## config.mk

```make
export PLATFORM = sky130hd
export DESIGN_NAME = alu_exec
export DESIGN_NICKNAME = d
export VERILOG_FILES = /design/src/rtl/alu_exec.sv
export SDC_FILE = /design/constraint.sdc
export NUM_CORES = 1
export LEC_CHECK = 0
export ABC_CLOCK_PERIOD_IN_PS = 7700
export CELL_PAD_IN_SITES_DETAIL_PLACEMENT = 2
export CELL_PAD_IN_SITES_GLOBAL_PLACEMENT = 2
export CORE_MARGIN = 3
export CORE_UTILIZATION = 30
export CTS_BUF_LIST = sky130_fd_sc_hd__clkbuf_4
export DETAILED_ROUTE_END_ITERATION = 6
export DONT_BUFFER_PORTS = 1
export MAX_ROUTING_LAYER = met4
export PLACE_DENSITY = 0.8
export SYNTH_ARGS = -nofsm -noshare
export SYNTH_HDL_FRONTEND = slang
export SYNTH_SLANG_ARGS = --single-unit
```

## constraint.sdc

```tcl
create_clock -name clk -period 7.7 [get_ports clk]
set_input_delay 2.31 -clock clk [delete_from_list [all_inputs] [get_ports clk]]
set_output_delay 2.31 -clock clk [all_outputs]
set_load 0.03 [all_outputs]
```

## src/rtl/alu_exec.sv

```systemverilog
// alu_exec: execute-stage ALU sitting directly behind alu_control.
//
// Logical, arithmetic, compare and illegal codes finish in one cycle. A shift
// by a nonzero amount is done one bit per cycle in the SHIFT state. Results
// land in a single output register that has a valid/ready handshake, so a
// stalled consumer back-pressures the decode stage through in_ready.
//
// Ports:
//   clk        rising-edge clock
//   rst        synchronous reset, active-high
//   in_valid   operation request valid
//   in_ready   combinational: a request can be accepted this cycle
//   alu_ctrl   operation code (CTRL_W bits)
//   op_a       operand A (rs1)
//   op_b       operand B (rs2 or immediate); shifts use op_b[SHW-1:0]
//   out_valid  result register holds an unconsumed result
//   out_ready  consumer takes the result at this edge
//   result     registered result
//   zero       registered (result == 0)
//   illegal    registered: the accepted alu_ctrl was unsupported
//
// States:
//   state | meaning
//   IDLE  | can accept a request when the output slot is free or draining
//   SHIFT | iterative shift running; cnt_q = single-bit steps still to do

module alu_exec #(
    parameter int XLEN   = 32,
    parameter int CTRL_W = 4,
    parameter int SHW    = 5
) (
    input  logic              clk,
    input  logic              rst,
    input  logic              in_valid,
    output logic              in_ready,
    input  logic [CTRL_W-1:0] alu_ctrl,
    input  logic [XLEN-1:0]   op_a,
    input  logic [XLEN-1:0]   op_b,
    output logic              out_valid,
    input  logic              out_ready,
    output logic [XLEN-1:0]   result,
    output logic              zero,
    output logic              illegal
);

    localparam logic [CTRL_W-1:0] OP_AND  = CTRL_W'(4'b0000);
    localparam logic [CTRL_W-1:0] OP_OR   = CTRL_W'(4'b0001);
    localparam logic [CTRL_W-1:0] OP_ADD  = CTRL_W'(4'b0010);
    localparam logic [CTRL_W-1:0] OP_XOR  = CTRL_W'(4'b0011);
    localparam logic [CTRL_W-1:0] OP_SLL  = CTRL_W'(4'b0100);
    localparam logic [CTRL_W-1:0] OP_SRL  = CTRL_W'(4'b0101);
    localparam logic [CTRL_W-1:0] OP_SUB  = CTRL_W'(4'b0110);
    localparam logic [CTRL_W-1:0] OP_SRA  = CTRL_W'(4'b0111);
    localparam logic [CTRL_W-1:0] OP_SLT  = CTRL_W'(4'b1000);
    localparam logic [CTRL_W-1:0] OP_SLTU = CTRL_W'(4'b1001);

    typedef enum logic {
        S_IDLE  = 1'b0,
        S_SHIFT = 1'b1
    } state_t;

    state_t            state_q, state_d;
    logic [SHW-1:0]    cnt_q, cnt_d;
    logic [XLEN-1:0]   work_q, work_d;
    logic [CTRL_W-1:0] kind_q, kind_d;
    logic              out_valid_q, out_valid_d;
    logic [XLEN-1:0]   result_q, result_d;
    logic              zero_q, zero_d;
    logic              illegal_q, illegal_d;

    logic              accept;
    logic              is_shift;
    logic [SHW-1:0]    shamt;
    logic [XLEN-1:0]   alu_res;
    logic              alu_ill;
    logic [XLEN-1:0]   step;

    assign in_ready  = !rst && (state_q == S_IDLE) && (!out_valid_q || out_ready);
    assign accept    = in_valid && in_ready;
    assign shamt     = op_b[SHW-1:0];
    assign is_shift  = (alu_ctrl == OP_SLL) || (alu_ctrl == OP_SRL) || (alu_ctrl == OP_SRA);

    assign out_valid = out_valid_q;
    assign result    = result_q;
    assign zero      = zero_q;
    assign illegal   = illegal_q;

    // Single-cycle datapath. Shift codes only reach the output through this
    // path when the shift amount is zero, so they simply pass op_a.
    always_comb begin
        alu_res = '0;
        alu_ill = 1'b0;
        case (alu_ctrl)
            OP_AND:  alu_res = op_a & op_b;
            OP_OR:   alu_res = op_a | op_b;
            OP_ADD:  alu_res = op_a + op_b;
            OP_XOR:  alu_res = op_a ^ op_b;
            OP_SUB:  alu_res = op_a - op_b;
            OP_SLL,
            OP_SRL,
            OP_SRA:  alu_res = op_a;
            OP_SLT:  alu_res = {{(XLEN-1){1'b0}}, ($signed(op_a) < $signed(op_b))};
            OP_SLTU: alu_res = {{(XLEN-1){1'b0}}, (op_a < op_b)};
            default: alu_ill = 1'b1;
        endcase
    end

    // One-bit shift step for the iterative path.
    always_comb begin
        step = work_q;
        case (kind_q)
            OP_SLL:  step = {work_q[XLEN-2:0], 1'b0};
            OP_SRL:  step = {1'b0, work_q[XLEN-1:1]};
            OP_SRA:  step = {work_q[XLEN-1], work_q[XLEN-1:1]};
            default: step = work_q;
        endcase
    end

    always_comb begin
        state_d     = state_q;
        cnt_d       = cnt_q;
        work_d      = work_q;
        kind_d      = kind_q;
        out_valid_d = out_valid_q;
        result_d    = result_q;
        zero_d      = zero_q;
        illegal_d   = illegal_q;

        // Drain first; a result written below in the same cycle overrides it.
        if (out_valid_q && out_ready) begin
            out_valid_d = 1'b0;
        end

        case (state_q)
            S_IDLE: begin
                if (accept) begin
                    if (is_shift && (shamt != '0)) begin
                        state_d = S_SHIFT;
                        work_d  = op_a;
                        cnt_d   = shamt;
                        kind_d  = alu_ctrl;
                    end else begin
                        out_valid_d = 1'b1;
                        result_d    = alu_res;
                        zero_d      = (alu_res == '0);
                        illegal_d   = alu_ill;
                    end
                end
            end
            S_SHIFT: begin
                work_d = step;
                cnt_d  = cnt_q - SHW'(1);
                // The slot is guaranteed empty here: accept required it to be
                // free or draining, and nothing else writes it during SHIFT.
                if (cnt_q == SHW'(1)) begin
                    state_d     = S_IDLE;
                    out_valid_d = 1'b1;
                    result_d    = step;
                    zero_d      = (step == '0);
                    illegal_d   = 1'b0;
                end
            end
            default: state_d = S_IDLE;
        endcase
    end

    always_ff @(posedge clk) begin
        if (rst) begin
            state_q     <= S_IDLE;
            cnt_q       <= '0;
            work_q      <= '0;
            kind_q      <= '0;
            out_valid_q <= 1'b0;
            result_q    <= '0;
            zero_q      <= 1'b0;
            illegal_q   <= 1'b0;
        end else begin
            state_q     <= state_d;
            cnt_q       <= cnt_d;
            work_q      <= work_d;
            kind_q      <= kind_d;
            out_valid_q <= out_valid_d;
            result_q    <= result_d;
            zero_q      <= zero_d;
            illegal_q   <= illegal_d;
        end
    end

endmodule

```

# == Word-level counts from Yosys, hierarchy flattened ==
# Index checks and enable logic that the tools add are counted.
# word_totals
n_memories,0
ram_bits,0
romBits,0
output_inout_bits,36
reg_bits,77
elab_cells,83
latch_bits,0
# classes
reduce_logical,19
bitwise_logic,4
n_addsub,3
multipliers,0
n_shift,0
magnitude_cmp,2
div,0
eq_ne,17
mux,30
# ops
op,n
32-bit case mux with 8 select lines,1
32-bit 2-to-1 mux,5
32-bit case mux with 2 select lines,2
32-bit case mux with 3 select lines,1
32-bit logical NOT,2
32-bit < comparator,2
32-bit adder,1
32-bit AND,1
32-bit bitwise OR,1
32-bit subtractor,1
32-bit bitwise XOR,1
4-bit by 3-bit == test with 1-bit output (second input constant),7
1-bit 2-to-1 mux,14
5-bit 2-to-1 mux,2
5-bit case mux with 2 select lines,1
10-bit OR reduction,1
4-bit by 2-bit == test with 1-bit output (second input constant),2
4-bit == test (second input constant),2
1-bit case mux with 2 select lines,4
3-bit AND reduction,2
5-bit by 1-bit == test with 1-bit output (second input constant),1
1-bit logical AND,5
5-bit nonzero test,1
5-bit by 1-bit subtractor with 5-bit output (second input constant),1
9 further kinds,14

# == Depth between registers and ports, before layout ==
# Gate-level depths: netlist of run 1.
# logic_depth
ltp_word,7
depth_mapped,15

# == Least setup slack after synthesis of run 1 ==
# OpenSTA, ideal clock, no wires.
# synth_timing
path_kind,in2reg
start,input port op_a[0]
end,register zero_q (netlist: zero)
slack_ps,2338
arrival_time_ps,5274
setup_ps,88
cell_stages,15
path_cell_list,inv_1 ha_1 inv_1 fa_1 nand2b_1 a2111oi_2 o211a_1 o31a_1 or2_2 a221o_1 a2111oi_2 nand4_1 nor4_1 nand4_1 o32ai_2
# synth_via
elab_chain_len,6
# synth_rtl
element,line_no,rtl
"start, declared",37,"input logic [XLEN-1:0] op_a,"
32-bit subtractor (tied with other cells),98,OP_SUB: alu_res = op_a - op_b;
32-bit case mux with 8 select lines *,93,case (alu_ctrl)
32-bit logical NOT *,145,zero_d = (alu_res == '0);
1-bit 2-to-1 mux *,137,if (is_shift && (shamt != '0)) begin
1-bit 2-to-1 mux *,136,if (accept) begin
1-bit case mux with 2 select lines *,134,case (state_q)
"end signal, assigned",184,zero_q <= zero_d;
"end, declared",68,"logic zero_q, zero_d;"
# Mark *: on every way between the ends. The rest lies on a longest branch, timed or not. The select of a mux whose other input is x is not followed.
# A chain may end at the register's enable or synchronous reset.

# == Final worst setup path of run 1 ==
# layout_timing
start,input port op_b[6]
end,register result_q[27] (netlist: result[27])
# layout_via
elab_chain_len,5
# layout_rtl
element,line_no,rtl
"start, declared",38,"input logic [XLEN-1:0] op_b,"
32-bit subtractor or 32-bit adder (tied branches),"98, 96",
32-bit case mux with 8 select lines *,93,
32-bit 2-to-1 mux *,137,
32-bit 2-to-1 mux *,136,
32-bit case mux with 2 select lines *,134,
"end signal, assigned",183,result_q <= result_d;
"end, declared",67,"logic [XLEN-1:0] result_q, result_d;"
# Marks and branches as above.

==> reports/results.ini, run 1 <==
[yosys]
synth_area_leaders=dfxtp_1 (16%), ha_1 (13%), a21oi_1 (7.6%), nor2_1 (6.0%), nand2_1 (5.8%)
synth_ff_type=dfxtp_1
synthesis.nets=1608
synth_most_common_cell=nor2_1
yosysTopAreaCell=dfxtp_1
netlist_top_cells_count=nor2_1 (158), nand2_1 (152), a21oi_1 (149), ha_1 (101), inv_1 (100)
ys_seq_area_frac=0.156
yosysWarningCount=0
async_flop_share=0
ys_ff_latch=77
synth_cells=1433
netlist.area_leader.share=0.156
netlist_area_um2=9860
synth-edff-count=0
syn_avg_cell_area_um2=6.88
yosysUniqueCellTypes=91

[run]
max-cap-violations=0

[drt]
drc=39
wirelength_um=50100
drtPass1Iterations=7
dr_total_vias=11577
drt_iter0_drc=1250
ant_nets=0
avgViaCountPerCell=6.42
routedWlPerCell_um=27.8

[cts]
cts_max_level=3
clk_pin_slew_worst_paths_ns=0.14
post_cts_buffers=0
cts_resized=0
clock-sinks=77
clock_latency_ns=0.47
cts_tree=built
cts_buffer_depth=2
cts_buffers=9
ctsHoldBuffers=0
root_buffer=clkbuf_4

[critical_path]
reg2reg_from=cnt_q[1]$_SDFFE_PP0P_
crit_slowest_cell=o41ai_1
crit_type=input pin to flip-flop
path_cells=inv_1, ha_1, a21oi_1, o31ai_1, nor2b_1, nor3_1, o41ai_1, a211o_1, o21ba_1, a21oi_1, a311oi_1, a2111oi_0, a31o_1
endpoint_kind=flip-flop
slowest_delay_ns=0.75
cpMostUsedCell=a21oi_1
crit_path_start=op_b[6]
worstPathRequired_ns=8.07
path_max_fanout=14
crit_path_start_kind=input pin
worstPathArrival_ns=6.59

[floorplan]
dieArea_um2=35100
rows=65
core_um2=32000
ios=108
die_w_um=187
start_util=0.309
die_h_um=187

[placement]
io_buffers=0
dpl.hpwl_um=38800
routabilityCongestion=0.956
place_ws_ns=1.14

[timing]
finalSetupViolCount=0
timing.final.hold_violations=0
layout_min_cycle_time_ns=6.22
clock.fmax_mhz=161
final.setup_skew_ns=0.0336
setup_ws_ns=1.48
finalCritPeriodShare=0.808
rsz0062_at_grt=false
worst_slew_pin_slew_ns=1.09
fin_setup_tns_ns=0
drv_slew=0
relSlewSlack=0.271

[final_layout]
drive_above_1_share=0.0519
syn_to_final_growth_pct=4.86
nNetsFinal=1538

[grt]
grt_pass1_wl_um=75400
grt_max_degree=80
grt_most_used_layer=met2
antenna_found_initial=1
grtUsageMet3=0.0633
grtUsageTotal=0.282
gr-total-overflow=0
met1_usage=0.354
grt_use_met2=0.441
grt_pass1_vias=12067

[hold_path]
hold_class=flip-flop to flip-flop
holdCritStartpoint=kind_q[3]$_SDFFE_PP0P_

[power_and_ir_drop]
power.density_nw_per_um2=126
p_leak_nw=3.97
peakVddDrop_uv=64.9

[outcome]
outcome=complete, but fails checks
violations=design-rule violations

[stage by stage]
step | cell area (um^2) | hold WS, ns | power (mW) | instances | utilization
floorplan | 9860 | 0.441 | 0.840 | 1433 | -
global placement | 10200 | 0.452 | 0.988 | 1786 | 0.318
detailed placement | 10200 | 0.465 | 1.01 | 1786 | 0.318
CTS | 10300 | 0.484 | 1.29 | 1801 | 0.323
global route | 10300 | 0.506 | 1.37 | 1803 | 0.323
finish | 10300 | 0.481 | 1.30 | 1804 | 0.324
[state kept, by name, indices dropped and copies added (netlist names)]
name	flops
zero	1
kind_q	4
illegal	1
work_q	32
cnt_q	5
result	32
state_q	1
out_valid	1
[kinds of logic after synthesis]
family | synth area share
flip-flops | 0.156
AND/OR/NAND/NOR | 0.249
multiplexers | 0.0147
XOR/XNOR | 0.00799
AO/OA/AOI/OAI | 0.359
adder cells (fa/ha/maj) | 0.132
buffers and inverters | 0.0803
[path summary, 6_finish.rpt]
path,endpoint,slack [ns],cells after the start
max,result[27]$_SDFFE_PP0P_,1.48,13
min reg2reg,kind_q[3]$_SDFFE_PP0P_,0.48,1
max reg2reg,zero$_SDFFE_PP0P_,4.00,13
min,kind_q[3]$_SDFFE_PP0P_,0.48,1
[worst max-delay path: cells and delay by family]
| kind | cells | cell delay [ns] |
|---|---|---|
| fa+ha+maj | 1 | 0.59 |
| buf+inv | 1 | 0.04 |
| compound gates | 9 | 3.08 |
| simple gates | 2 | 0.56 |
[where the power goes]
part	total [mW]	internal (mW)	switching [mW]	leakage [nW]
registers	0.446	0.413	0.0325	0.625
logic	0.570	0.183	0.386	3.27
clock network	0.289	0.132	0.157	0.0799
[layer usage]
layer  vias up  part of all wire
met5         -                 0
met4         0             0.046
met3       122             0.079
met2       493              0.45
met1      5806              0.43
li1       5156                 -
[cell usage in the layout, fill, tap and decap left out, types with 15 or more instances in the layout]
master      n
a211oi_1   21
a21o_1     18
a21oi_1   148
a222oi_1   29
a22oi_1    16
a31oi_1    29
buf_4      15
dfxtp_1    76
ha_1      101
inv_1     100
nand2_1   152
nand2b_1   22
nand3_1    25
nand4_1    21
nor2_1    154
nor3_1     33
nor4_1     22
o211ai_1   28
o21ai_0    60
o31ai_1    20
[layout make-up]
type | count | area [um^2]
Antenna cell | 2 | 5.00
Clock buffer | 10 | 75.1
Clock inverter | 5 | 76.3
Fill cell | 3895 | 21600
Inverter | 107 | 402
Multi-Input combinational cell | 1152 | 7580
Sequential cell | 77 | 1540
Tap cell | 435 | 544
Timing Repair Buffer | 16 | 118
No activity file was read; power rests on OpenSTA's default activity.
==> inputs of run 2 (changes only) <==
ABC_CLOCK_PERIOD_IN_PS = 6400   (was 7700)
clock period = 6.4 ns   (was 7.7 ns; I/O delays follow)
==> reports/results.ini, run 2 (synthesis gave the netlist of run 1 again) <==
[outcome]
outcome=complete, but fails checks
violations=design-rule violations

[floorplan]
die_h_um=187  ; unchanged
rows=65  ; unchanged
die_w_um=187  ; unchanged
dieArea_um2=35100  ; unchanged
ios=108  ; unchanged
core_um2=32000  ; unchanged
start_util=0.309  ; unchanged

[grt]
grt_pass1_wl_um=76100  ; +0.88%
grt_pass1_vias=11868  ; -1.6%
gr-total-overflow=0  ; unchanged
grtUsageTotal=0.284  ; +0.00156
grt_max_degree=80  ; unchanged
antenna_found_initial=2  ; +1

[timing]
drv_slew=0  ; unchanged
setup_ws_ns=0.714  ; -0.767 ns
layout_min_cycle_time_ns=5.69
clock.fmax_mhz=176
final.setup_skew_ns=0.0213  ; -0.0124 ns
worst_slew_pin_slew_ns=1.06  ; -0.0231 ns
finalSetupViolCount=0  ; unchanged
rsz0062_at_grt=false
whs_ns=0.483  ; +0.00215 ns
relSlewSlack=0.291  ; +0.0199
timing.final.hold_violations=0  ; unchanged
fin_setup_tns_ns=0  ; unchanged
finalCritPeriodShare=0.888

[placement]
dpl.hpwl_um=39200  ; +0.99%
routabilityCongestion=1.03  ; +7.7%
place_ws_ns=0.326  ; -0.816 ns
io_buffers=0  ; unchanged

[drt]
wirelength_um=49900  ; -0.41%
avgViaCountPerCell=6.45  ; +0.56%
drt_iter0_drc=1285  ; +2.8%
ant_nets=0  ; unchanged
routedWlPerCell_um=27.5  ; -0.90%
drc=5  ; -87%
wl_met2_um=22600  ; +0.70%
drtPass1Iterations=7  ; unchanged
dr_total_vias=11700  ; +1.1%
wl_met1_um=21800  ; +1.8%
routed.top_layer=met4
met3_wirelength_um=3720  ; -5.6%

[hold_path]
min_to=kind_q[3]$_SDFFE_PP0P_
hold_class=flip-flop to flip-flop
holdCritStartpoint=kind_q[3]$_SDFFE_PP0P_
holdPathStages=1  ; unchanged

[final_layout]
syn_to_final_growth_pct=5.47
drive_above_1_share=0.0567  ; +0.00475
final_cell_mix=nor2_1 (154), nand2_1 (152), a21oi_1 (148), ha_1 (101), inv_1 (100)
post-route-util=0.325  ; +0.00188
nNetsFinal=1547  ; +0.59%
fillers=3849  ; -1.2%
final_common_cell=nor2_1

[critical_path]
rr_endpoint=zero$_SDFFE_PP0P_
reg2reg_from=cnt_q[1]$_SDFFE_PP0P_
endpoint_kind=flip-flop
crit_type=input pin to flip-flop
worstPathArrival_ns=6.09  ; -0.50 ns
worstPathRequired_ns=6.80  ; -1.27 ns
crit_path_start_kind=input pin
path_max_fanout=5  ; -9
rrSetupSlack_ns=2.54  ; -1.46 ns
r2r_cells=13  ; unchanged

[cts]
cts_buffer_depth=2  ; unchanged
clk_pin_slew_worst_paths_ns=0.13  ; about the same
post_cts_buffers=0  ; unchanged
clock_latency_ns=0.49  ; +0.02 ns
cts_tree=built
clock-sinks=77  ; unchanged
ctsHoldBuffers=0  ; unchanged
cts_resized=0  ; unchanged
cts_max_level=3  ; unchanged
cts_buffers=9  ; unchanged
root_buffer=clkbuf_4

[power_and_ir_drop]
power_mw=1.57  ; +20%
peakVddDrop_uv=89.5  ; +38%
p_leak_nw=4.01  ; +0.94%
power.density_nw_per_um2=151  ; +19%

[run]
max-cap-violations=0  ; unchanged

run 2: cell types whose count changed in the layout (fill, tap and decap cells not counted):
cell	previous run	this run
clkinv_1	2	4
nor2_4	1	0
clkbuf_4	10	9
buf_4	15	25
clkinv_2	1	0
buf_2	1	0
nor2_2	3	4
run 2: through the flow:
step | cells | cell area [um^2]
4_1_cts | 1811 | 10400
3_5_place_dp | 1796 | 10200
2_1_floorplan | 1433 | 9860
5_1_grt | 1813 | 10400
6_report | 1813 | 10400
3_3_place_gp | 1796 | 10200
run 2: layout make-up:
cell class | instances | area, um^2 | area share
diodes | 2 | 5.00 | 0.000481
inverters | 107 | 402 | 0.0386
clock inverters | 6 | 78.8 | 0.00758
well taps | 435 | 544 | 0.0523
repair buffers | 25 | 188 | 0.0180
multi-input cells | 1152 | 7570 | 0.728
flip-flops and latches | 77 | 1540 | 0.148
clock buffers | 9 | 67.6 | 0.00650
run 2: how the worst max path moves through the flow:
stage             from                      end  slack [ns]
2_1_floorplan  op_a[0]        zero$_SDFFE_PP0P_        1.43
3_3_place_gp   op_b[6]  result[27]$_SDFFE_PP0P_        0.47
3_5_place_dp   op_b[1]        zero$_SDFFE_PP0P_        0.33
4_1_cts        op_b[1]        zero$_SDFFE_PP0P_        0.82
5_1_grt        op_b[6]  result[27]$_SDFFE_PP0P_        0.62
6_report       op_b[1]        zero$_SDFFE_PP0P_        0.71
run 2: routing by layer:
layer	global-route usage	vias up
met5	-	-
met4	0.0840	0
met3	0.0493	84
met2	0.445	507
met1	0.373	5929
li1	-	5180
run 2: critical path, cell delays in order:
cell      delay (ns)
inv_1           0.09
ha_1            0.36
nor2_1          0.09
o311a_1         0.40
o32a_1          0.47
a31oi_1         0.48
o211ai_1        0.34
a31o_1          0.29
a211oi_1        0.52
nand4_1         0.21
nor4_1          0.46
nand4_1         0.18
o32ai_2         0.28
run 2: where the power goes:
part | leakage [nW] | switching [mW] | total (mW) | internal (mW)
sequential | 0.625 | 0.0389 | 0.536 | 0.497
combinational | 3.31 | 0.466 | 0.690 | 0.224
clock | 0.0745 | 0.189 | 0.341 | 0.152
total | 4.01 | 0.694 | 1.57 | 0.873
==> inputs of run 3 (changes only) <==
SKIP_LAST_GASP = 1   (was not set)
==> results of run 3 <==
No change in the layout: final DEF, timing and power equal those of run 2.
